<file path="src/rtl/alu_fdiv.sv">
// Signed Q1.FRAC fractional divider, (a<<FRAC)/b, radix-2 restoring, one quotient bit per clock.
// Latency: start accepted at edge k -> done pulses in the cycle after edge k+N+FRAC+1 (16 cycles at N=8).
// Backpressure: none; start is honoured only in IDLE, and a start while busy is dropped, not queued.
module alu_fdiv #(
  parameter int N    = 8,
  parameter int FRAC = 7
) (
  input  logic         clk,
  input  logic         reset,
  input  logic         start,
  input  logic [N-1:0] a,
  input  logic [N-1:0] b,
  output logic         busy,
  output logic         done,
  output logic [N-1:0] result,
  output logic         ovf,
  output logic         dz
);

  // Quotient width covers the full numerator, so the loop never loses high bits.
  localparam int W  = N + FRAC;
  localparam int CW = $clog2(W);

  // Saturation limits on the magnitude of the quotient.
  localparam int            POSMAX  = 2**(N-1) - 1;
  localparam logic [W-1:0]  POS_LIM = POSMAX[W-1:0];
  localparam logic [W-1:0]  NEG_LIM = POS_LIM + 1'b1;
  localparam logic [N-1:0]  MAX_POS = {1'b0, {(N-1){1'b1}}};
  localparam logic [N-1:0]  MIN_NEG = {1'b1, {(N-1){1'b0}}};

  typedef enum logic [1:0] {
    IDLE = 2'd0,
    CALC = 2'd1,
    FIX  = 2'd2
  } state_t;

  state_t         state;
  state_t         state_nxt;

  // Operands and loop state captured at start.
  logic           sa;
  logic           sb;
  logic           dz_lat;
  logic [W-1:0]   num;
  logic [N-1:0]   den;
  logic [N:0]     rem;
  logic [W-1:0]   q;
  logic [CW-1:0]  cnt;

  // FSM-decoded controls.
  logic           load;
  logic           step;
  logic           fin;

  // Magnitudes of the inputs; |-2^(N-1)| = 2^(N-1) still fits as an unsigned N-bit value.
  logic [N-1:0]   a_mag;
  logic [N-1:0]   b_mag;
  assign a_mag = a[N-1] ? (~a + 1'b1) : a;
  assign b_mag = b[N-1] ? (~b + 1'b1) : b;

  // One restoring step: remainder takes the next numerator bit, then trial-subtracts the divisor.
  logic [N:0]     rem_sh;
  logic [N:0]     rem_dif;
  logic           qbit;
  assign rem_sh  = {rem[N-1:0], num[W-1]};
  assign rem_dif = rem_sh - {1'b0, den};
  assign qbit    = (rem_sh >= {1'b0, den});

  // Final signed, saturated result computed from the magnitude quotient during FIX.
  logic           neg;
  logic [N-1:0]   q_neg;
  logic [N-1:0]   res_nxt;
  logic           ovf_nxt;
  assign neg   = sa ^ sb;
  assign q_neg = ~q[N-1:0] + 1'b1;

  // State register.
  always_ff @(posedge clk or posedge reset) begin
    if (reset) begin
      state <= IDLE;
    end else begin
      state <= state_nxt;
    end
  end

  // Next-state logic: fixed W iterations regardless of data, then one FIX cycle.
  always_comb begin
    state_nxt = state;
    case (state)
      IDLE:    if (start) state_nxt = CALC;
      CALC:    if (cnt == '0) state_nxt = FIX;
      FIX:     state_nxt = IDLE;
      default: state_nxt = IDLE;
    endcase
  end

  // FSM outputs and datapath controls.
  always_comb begin
    busy = 1'b0;
    load = 1'b0;
    step = 1'b0;
    fin  = 1'b0;
    case (state)
      IDLE:    load = start;
      CALC:    begin busy = 1'b1; step = 1'b1; end
      FIX:     begin busy = 1'b1; fin  = 1'b1; end
      default: ;
    endcase
  end

  // Sign/saturation fix-up; divide-by-zero uses only the dividend sign, not loop artefacts.
  always_comb begin
    res_nxt = '0;
    ovf_nxt = 1'b0;
    if (dz_lat) begin
      res_nxt = sa ? MIN_NEG : MAX_POS;
      ovf_nxt = 1'b0;
    end else if (!neg) begin
      if (q > POS_LIM) begin
        res_nxt = MAX_POS;
        ovf_nxt = 1'b1;
      end else begin
        res_nxt = q[N-1:0];
      end
    end else begin
      if (q > NEG_LIM) begin
        res_nxt = MIN_NEG;
        ovf_nxt = 1'b1;
      end else begin
        res_nxt = q_neg;
      end
    end
  end

  // Datapath: capture at start, iterate in CALC, publish and pulse done on leaving FIX.
  always_ff @(posedge clk or posedge reset) begin
    if (reset) begin
      sa     <= 1'b0;
      sb     <= 1'b0;
      dz_lat <= 1'b0;
      num    <= '0;
      den    <= '0;
      rem    <= '0;
      q      <= '0;
      cnt    <= '0;
      result <= '0;
      ovf    <= 1'b0;
      dz     <= 1'b0;
      done   <= 1'b0;
    end else begin
      done <= fin;
      if (load) begin
        sa     <= a[N-1];
        sb     <= b[N-1];
        dz_lat <= (b == '0);
        num    <= {a_mag, {FRAC{1'b0}}};
        den    <= b_mag;
        rem    <= '0;
        q      <= '0;
        cnt    <= CW'(W - 1);
      end else if (step) begin
        num <= {num[W-2:0], 1'b0};
        rem <= qbit ? rem_dif : rem_sh;
        q   <= {q[W-2:0], qbit};
        if (cnt != '0) cnt <= cnt - 1'b1;
      end else if (fin) begin
        result <= res_nxt;
        ovf    <= ovf_nxt;
        dz     <= dz_lat;
      end
    end
  end

endmodule

</file>
<file path="config.mk">
export PLATFORM = sky130hd
export DESIGN_NAME = alu_fdiv
export DESIGN_NICKNAME = d
export VERILOG_FILES = /design/src/rtl/alu_fdiv.sv
export SDC_FILE = /design/constraint.sdc
export NUM_CORES = 1
export LEC_CHECK = 0
export ABC_CLOCK_PERIOD_IN_PS = 3200
export BUFFER_PORTS_ARGS = -buffer_cell sky130_fd_sc_hd__buf_2
export CAP_MARGIN = 10
export CORE_AREA = 3 3 103 105
export DETAILED_ROUTE_END_ITERATION = 8
export DIE_AREA = 0 0 106 108
export GPL_TIMING_DRIVEN = 0
export PLACE_DENSITY = 0.53
export SLEW_MARGIN = 40
export SYNTH_ARGS = -nofsm -noshare
export SYNTH_HDL_FRONTEND = slang
export SYNTH_SLANG_ARGS = --single-unit
export TNS_END_PERCENT = 10
</file>
<file path="constraint.sdc">
create_clock -name clk -period 3.2 [get_ports clk]
set_input_delay 0.64 -clock clk [delete_from_list [all_inputs] [get_ports clk]]
set_output_delay 0.64 -clock clk [all_outputs]
set_load 0.01 [all_outputs]
</file>
* Yosys cells after proc, flatten, opt, wreduce, memory -nomap -nowiden
Index checks and enable logic that the tools add are counted.
Word-level totals: bits in registers 66, bits in latches 0, bits in writable memories 0, ROM bits 0, word-level logic and storage cells 69, memories kept 0
Cells by class: $add $sub $neg 5, multipliers 0, div/mod/pow operators 0, $lt $le $gt $ge 3, equal/unequal tests 4, shifts and indexed selects 0, multiplexer cells 28, bitwise operators 6, reduce and logical (&&, ||, !) cells 10
Operator list (count):
- $mux W8 | 10
- $mux W15 | 4
- $add A8 B1 Y8 const B | 3
- $not A8 Y8 | 3
- $gt A15 B7 Y1 const B | 1
- $gt A15 B8 Y1 const B | 1
- $mux W4 | 3
- $ge A9 B8 Y1 | 1
- $logic_not A8 Y1 | 1
- $mux W1 | 8
- $sub A8 B8 Y8 | 1
- $logic_not A4 Y1 | 1
- $mux W2 | 2
- $ne A2 B2 Y1 const B | 2
- $pmux W2 S2 | 1
- $reduce_and A2 Y1 | 2
- $reduce_bool A2 Y1 | 2
- $reduce_bool A4 Y1 | 1
- $sub A4 B1 Y4 const B | 1
- $reduce_and A3 Y1 | 1
- $eq A2 B1 Y1 const B | 1
- $eq A2 B2 Y1 const B | 1
- $logic_not A2 Y1 | 1
- $not A1 Y1 | 2
- other kinds (2) | 2

* Depth between registers and ports, before layout
Gate-level depths: netlist of the first run.
word-level depth 5, depth in mapped cells 9, depth with buffers taken out 9

* Least setup slack after synthesis of the first run
Ideal clock, no wire load.
path kind reg-to-reg, start point register q[0], end point register result[7], setup time 0.125 ns, arrival 1.881 ns, required time 3.075 ns, setup slack 1.194 ns, cell stages (with the launch flop) 8, buffers on the path 0, period minus slack after synthesis 2.006 ns, path through dfrtp_1 -> inv_1 -> ha_1 -> or3b_4 -> o41ai_1 -> and2_1 -> a31oi_1 -> mux2_2
Between the ends: cells in the longest elaborated chain, start to end 5
Ends and longest elaborated chain:
- start, declared | RTL line 47 | logic [W-1:0] q;
- start signal, assigned | RTL line 164 | q <= {q[W-2:0], qbit};
- parallel branches: the longest is 3 deep, another holds $gt A15 B7 Y1
- $mux W8 (*) | RTL line 118 | end else if (!neg) begin
- $mux W8 (*) | RTL line 115 | if (dz_lat) begin
- end signal, assigned | RTL line 167 | result <= res_nxt;
- end, declared | RTL line 15 | output logic [N-1:0] result,
Every way passes the cells marked *. A chain may end at the register's enable or synchronous reset.

* Worst setup path after layout of the first run
start point register q[0], end point register result[4]
The elaborated chain is that of the path after synthesis.

==> results of run 1 <==
[path summary, 6_finish.rpt]
kind | from | to | slack, ns | depth (start not counted)
min in group clk | result[5] | result[5] | 0.48 | 2
max in group asynchronous | reset | rem[6] | 2.37 | 3
worst max-delay path | q[0] | result[4] | 0.92 | 8
worst min register to register | result[5] | result[5] | 0.48 | 2
worst min-delay path | reset | q[12] | 0.33 | 2
worst max register to register | q[0] | result[4] | 0.92 | 8
[state kept, by name, summed over array words and instances (netlist names)]
signal / cells
den: 8
done: 1
state: 2
sb: 1
sa: 1
q: 15
dz: 1
ovf: 1
result: 8
rem: 8
num: 8
dz_lat: 1
cnt: 4
[logic make-up (layout without fill, tap and decap cells)]
logic type,Yosys count,in the layout
compound gates,82,82
xor+xnor,19,19
fa+ha+maj,18,18
flops,59,59
simple gates,129,129
buf+inv,43,88
mux,32,32
[layer usage]
metal	track usage (%)	vias up
met5	0	-
met4	6.383	0
met3	2.567	9
met2	20.99	51
met1	21.30	1282
li1	-	1417
[final cells by class]
type / instances / area (µm²) / area share (%)
plain buffers: 19 / 120.1 / 2.924
clock buffers: 11 / 141.4 / 3.442
clock inverters: 5 / 52.55 / 1.279
inverters: 24 / 92.59 / 2.254
multi-input cells: 280 / 1898 / 46.21
flip-flops and latches: 59 / 1476 / 35.94
well taps: 133 / 166.4 / 4.051
repair buffers: 29 / 160.2 / 3.899
[where the power goes]
part	internal (W)	total (W)	leakage (nW)	switching (W)
clock network	0.000377	0.000675	0.0991	0.000298
registers	0.00101	0.00119	0.758	0.000184
logic	0.000926	0.00210	1.04	0.00117
[cells in the final DEF (no fill, tap or decap), types with 6 or more instances in the layout]
cell      count
ha_1         17
inv_1        23
a21oi_1      16
o21ai_0      27
nand4_1       6
nand2_1      44
or3_1         8
xor2_1        6
xnor2_1      13
nand2b_1      6
buf_2        29
clkbuf_8     10
mux2i_1      28
nor2_1       30
dfrtp_1      59
o21ai_1       8
clkbuf_1     13
[critical path, cell delays in order, from the launching register on]
cell	delay, ns
dfrtp_1	0.48
inv_1	0.10
ha_1	0.18
or3b_4	0.41
o41ai_1	0.31
nand4_1	0.30
o21ai_0	0.27
a21oi_1	0.10
nand2_1	0.06
[metrics by stage]
step | total power [W] | instances | util, % | hold WS [ns]
after global placement | 0.003265 | 543 | 39.99 | 0.4658
final | 0.003966 | 560 | 42.22 | 0.3308
after floorplan | 0.002815 | 382 | - | 0.4498
after global routing | 0.004349 | 560 | 42.22 | 0.3628
after detailed placement | 0.003297 | 544 | 40.23 | 0.4676
after CTS | 0.003994 | 560 | 42.22 | 0.3323
==> flow_metrics.tcl, run 1 <==
set metrics [dict create \
    start_kind "flip-flop" \
    io_pins 31 \
    cp-end-kind "flip-flop" \
    clock_skew_ns 0.008298 \
    final_cell_area_um2 4108 \
    synth_top_family_by_area "simple AND/OR/NAND/NOR gates" \
    num-nets-final 459 \
    synth_xor_area_share_pct 4.642 \
    placed_cell_area_um2 3914 \
    synth_fa_ha_area_share_pct 6.492 \
    drtAntennaViolNets 0 \
    cts_buffer_depth 2 \
    dpl_worst_slack_ns 0.9524 \
    antenna_cells 0 \
    hold_viol 0 \
    dieWidth_um 106 \
    worst_slew_pin_slew_ns 0.7083 \
    grt_max_degree 37 \
    cts_resized 0 \
    drv_cap 0 \
    fmax_mhz 439.2 \
    p_leak_nw 1.898 \
    fin_crit_sh_pct 71.16 \
    synth.most_common_cell "dfrtp_1" \
    wire_per_inst_um 13.73 \
    worstPathRequired_ns 3.48 \
    cts_made_buffers 9 \
    grt_overflow 0 \
    yosys-top-cells-area "dfrtp_1, mux2i_1, ha_1, nand2_1, o21ai_0" \
    synth_compound_area_share_pct 14.24 \
    start_util_pct 36.84 \
    hold_class "input port to asynchronous set/reset pin" \
    rsz0062_at_grt "no" \
    num_vias 2759 \
    cts_tree "built" \
    synthSimpleGateAreaFrac_pct 18.50 \
    irDropWorstVdd_mv 0.2617 \
    async_flop_share_pct 100.0 \
    drc 0 \
    synth_top_cell_by_area "dfrtp_1" \
    holdBufCountCts 0 \
    std_cell_rows 36 \
    cts_sinks 59 \
    vias_per_cell 4.927 \
    dp_hpwl_mm 5.662 \
    syn-cell-area_um2 3585 \
    relSlewSlack_pct 52.78 \
    cts_root_buf "clkbuf_8" \
    power.density_nw_per_um2 965.5 \
    gp_congestion 0.8078 \
    top_layer "met4" \
    worstPathMaxFanout 8 \
    grtUsageTotal_pct 14.53 \
    setup_ws_ns 0.9229 \
    critPathArrivalTime_ns 2.56 \
    clk_latency_ns 0.34 \
    die_h_um 108 \
    fillers 1029 \
    syn_to_final_growth_pct 14.59 \
    synth-seq-cells 59 \
    post_cts_buffers 0 \
    slew_viol_final 0 \
    cts_max_level 3 \
    fin_crit_ns 2.277 \
    wl_met2_mm 3.280 \
    wl_met1_mm 3.985 \
    drtIter0Drc 164 \
    netlist_instances 382 \
    syn-mean-instance-area_um2 9.384 \
    dieArea_um2 11450 \
    ys.flop_type "dfrtp_1" \
    grt_pass1_vias 2653 \
    synth.area.mux_share_pct 9.075 \
    firstDrtPassIters 4 \
    drive_gt1_share_pct 15.46 \
    synth_nets 419 \
    finalSetupViolCount 0 \
    synth-edff-count 0 \
    wirelength_mm 7.686 \
    core-area_um2 9729 \
    ys_warn_count 0 \
    fin_setup_tns_ns 0 \
    synth_top_area_share_pct 41.19 \
    synth_common_cells "dfrtp_1, nand2_1, nor2_1" \
    wl_met3_um 272 \
    yosysSeqAreaShare_pct 41.19 \
    path_class "flip-flop to flip-flop" \
    grt_pass1_wl_mm 13.19 \
    port_buffers 28 \
    ys_types 60 \
    clk_pin_slew_worst_paths_ns 0.07 \
    outcome "finished, final reports clean" \
    antenna_found_initial 0 \
]
No activity file was read; power rests on OpenSTA's default activity.
==> inputs of run 2 (changes only) <==
--- a/config.mk
+++ b/config.mk
@@ -5,7 +5,7 @@
 export SDC_FILE = /design/constraint.sdc
 export NUM_CORES = 1
 export LEC_CHECK = 0
-export ABC_CLOCK_PERIOD_IN_PS = 3200
+export ABC_CLOCK_PERIOD_IN_PS = 2360
 export BUFFER_PORTS_ARGS = -buffer_cell sky130_fd_sc_hd__buf_2
 export CAP_MARGIN = 10
 export CORE_AREA = 3 3 103 105
==> constraint.sdc (replaced) <==
create_clock -name clk -period 2.36 [get_ports clk]
set_input_delay 0.472 -clock clk [delete_from_list [all_inputs] [get_ports clk]]
set_output_delay 0.472 -clock clk [all_outputs]
set_load 0.01 [all_outputs]
==> run 2 against run 1 <==
Effect of this change:
- worst hold slack worse by 0.17 ns
- total power up 37%
- via count down 0.51%
- critical path depth down 1
- sequential share of layout area down 0.21 points
- fmax up 3.1%
- global-route usage unchanged
- clock power up 36%
- core utilization up 0.24 points
- critical endpoint is now result[7]
- largest cell class unchanged
==> flow_metrics.tcl, run 2 (synthesized netlist as in run 1, its figures left out) <==
set metrics [dict create \
    die_h_um 108 \
    fin_crit_ns 2.210 \
    grt_pass1_vias 2653 \
    start_kind "flip-flop" \
    io_pins 31 \
    p_int_w 0.003160 \
    drc 0 \
    hold_class "input port to asynchronous set/reset pin" \
    p_comb_share_pct 53.2 \
    cpMaxStageDelayCell "dfrtp_1" \
    grt_overflow 0 \
    cts_max_level 3 \
    clock_skew_ns 0.008243 \
    path_class "flip-flop to flip-flop" \
    p_leak_nw 1.908 \
    reg2reg_slack_ns 0.15 \
    final_common_cell "dfrtp_1" \
    cts_buffer_depth 2 \
    top_register "q" \
    power_w 0.005417 \
    gp_congestion 0.8078 \
    critPathArrivalTime_ns 2.43 \
    fmax_mhz 452.6 \
    drtIter0Drc 166 \
    antenna_cells 0 \
    clk_pin_slew_worst_paths_ns 0.07 \
    cpPeakStageDelay_ns 0.49 \
    outcome "finished, final reports clean" \
    dieWidth_um 106 \
    setup_ws_ns 0.1503 \
    fin_crit_sh_pct 93.63 \
    dieArea_um2 11450 \
    cts_sinks 59 \
    slew_viol_final 0 \
    grtUsageTotal_pct 14.53 \
    drv_cap 0 \
    grt_pass1_wl_mm 13.19 \
    clk_latency_ns 0.34 \
    dpl_worst_slack_ns 0.1124 \
    finalSetupViolCount 0 \
    cp-end-kind "flip-flop" \
    power.density_nw_per_um2 1311 \
    irDropWorstVdd_mv 0.3555 \
    globalRouteMet2Util_pct 20.99 \
    clockPowerShare_pct 16.9 \
    num-nets-final 461 \
    top_usage_layer "met1" \
    cts_root_buf "clkbuf_8" \
    start_util_pct 36.84 \
    fillers 1023 \
    gr-usage-met1_pct 21.30 \
    relSlewSlack_pct 52.78 \
    hold_viol 0 \
    p_switching_w 0.002257 \
    firstDrtPassIters 4 \
    vias_per_cell 4.884 \
    worstPathRequired_ns 2.58 \
    cts_made_buffers 9 \
    largest_register_ff_count 15 \
    grt_max_degree 37 \
    std_cell_rows 36 \
    drive_gt1_share_pct 16.08 \
    core-area_um2 9729 \
    p_sw_share_pct 41.67 \
    use_met3_pct 2.567 \
    dp_hpwl_mm 5.662 \
    worstPathMaxFanout 8 \
    wirelength_mm 7.694 \
    layout_common_cells "dfrtp_1, nand2_1, nor2_1" \
    syn_to_final_growth_pct 15.25 \
    fin_hold_ws_ns 0.1622 \
    wire_per_inst_um 13.69 \
    cts_tree "built" \
    num_vias 2745 \
    seqPwrFrac_pct 29.9 \
    port_buffers 28 \
    antenna_found_initial 0 \
    worst_slew_pin_slew_ns 0.7083 \
    drtAntennaViolNets 0 \
    worstPathCellList "inv_1, ha_1, or3b_4, o41ai_1, and2_2, a31oi_1, mux2_2" \
]
-- run 2: cell count changes in the layout (fill, tap and decap cells not counted), sizes merged --
cell / before / now
buf: 36 / 38
-- run 2: metrics by stage --
| step | area (µm²) | std cells | util, % | setup TNS (ns) |
|---|---|---|---|---|
| finish | 4131 | 562 | 42.46 | 0 |
| global route | 4131 | 562 | 42.46 | -0.002106 |
| CTS | 4108 | 560 | 42.22 | 0 |
| detailed placement | 3914 | 544 | 40.23 | 0 |
| global placement | 3891 | 543 | 39.99 | -24.44 |
| floorplan | 3585 | 382 | - | 0 |
-- run 2: power groups by stage --
stage	clock, W	combinational (W)	sequential (W)
final	0.000915	0.00288	0.00162
after global routing	0.00101	0.00327	0.00167
after CTS	0.000946	0.00285	0.00162
after detailed placement	0	0.00283	0.00164
after global placement	0	0.00280	0.00163
after floorplan	0	0.00221	0.00161
-- run 2: path summary, 6_finish.rpt --
| kind | start | endpoint | cells past startpoint |
|---|---|---|---|
| min in group clk | b[6] | dz_lat | 2 |
| max in group asynchronous | reset | rem[6] | 3 |
| hold reg to reg | result[5] | result[5] | 2 |
| hold / removal | reset | q[12] | 2 |
| setup reg to reg | q[0] | result[7] | 7 |
| setup / recovery | q[0] | result[7] | 7 |
-- run 2: layer usage --
layer	wire length [µm]	part of all wire, %
met1	4047	53
met2	3280	43
met3	219	2.8
met4	147	1.9
met5	0	0
-- run 2: worst max-delay path: cells and delay by family, from the launching register on --
| kind | cells | cell delay (ns) |
|---|---|---|
| simple gates | 2 | 0.68 |
| compound gates | 2 | 0.40 |
| flops | 1 | 0.49 |
| buf+inv | 1 | 0.10 |
| fa+ha+maj | 1 | 0.18 |
| mux | 1 | 0.26 |
-- run 2: final cells by class --
type                            count  area (µm²)  share of cell area (%)
Timing Repair Buffer               31       175.2                   4.240
Tap cell                          133       166.4                   4.028
Inverter                           24       92.59                   2.241
Sequential cell                    59        1476                   35.74
Clock inverter                      5       52.55                   1.272
Multi-Input combinational cell    280        1907                   46.15
Clock buffer                       11       141.4                   3.422
Buffer                             19       120.1                   2.907
-- run 2: timing repair --
item,CTS,global route
endpoints found under the setup margin,0,4
setup buffers,0,2
resized for setup,0,2
hold buffers,0,0
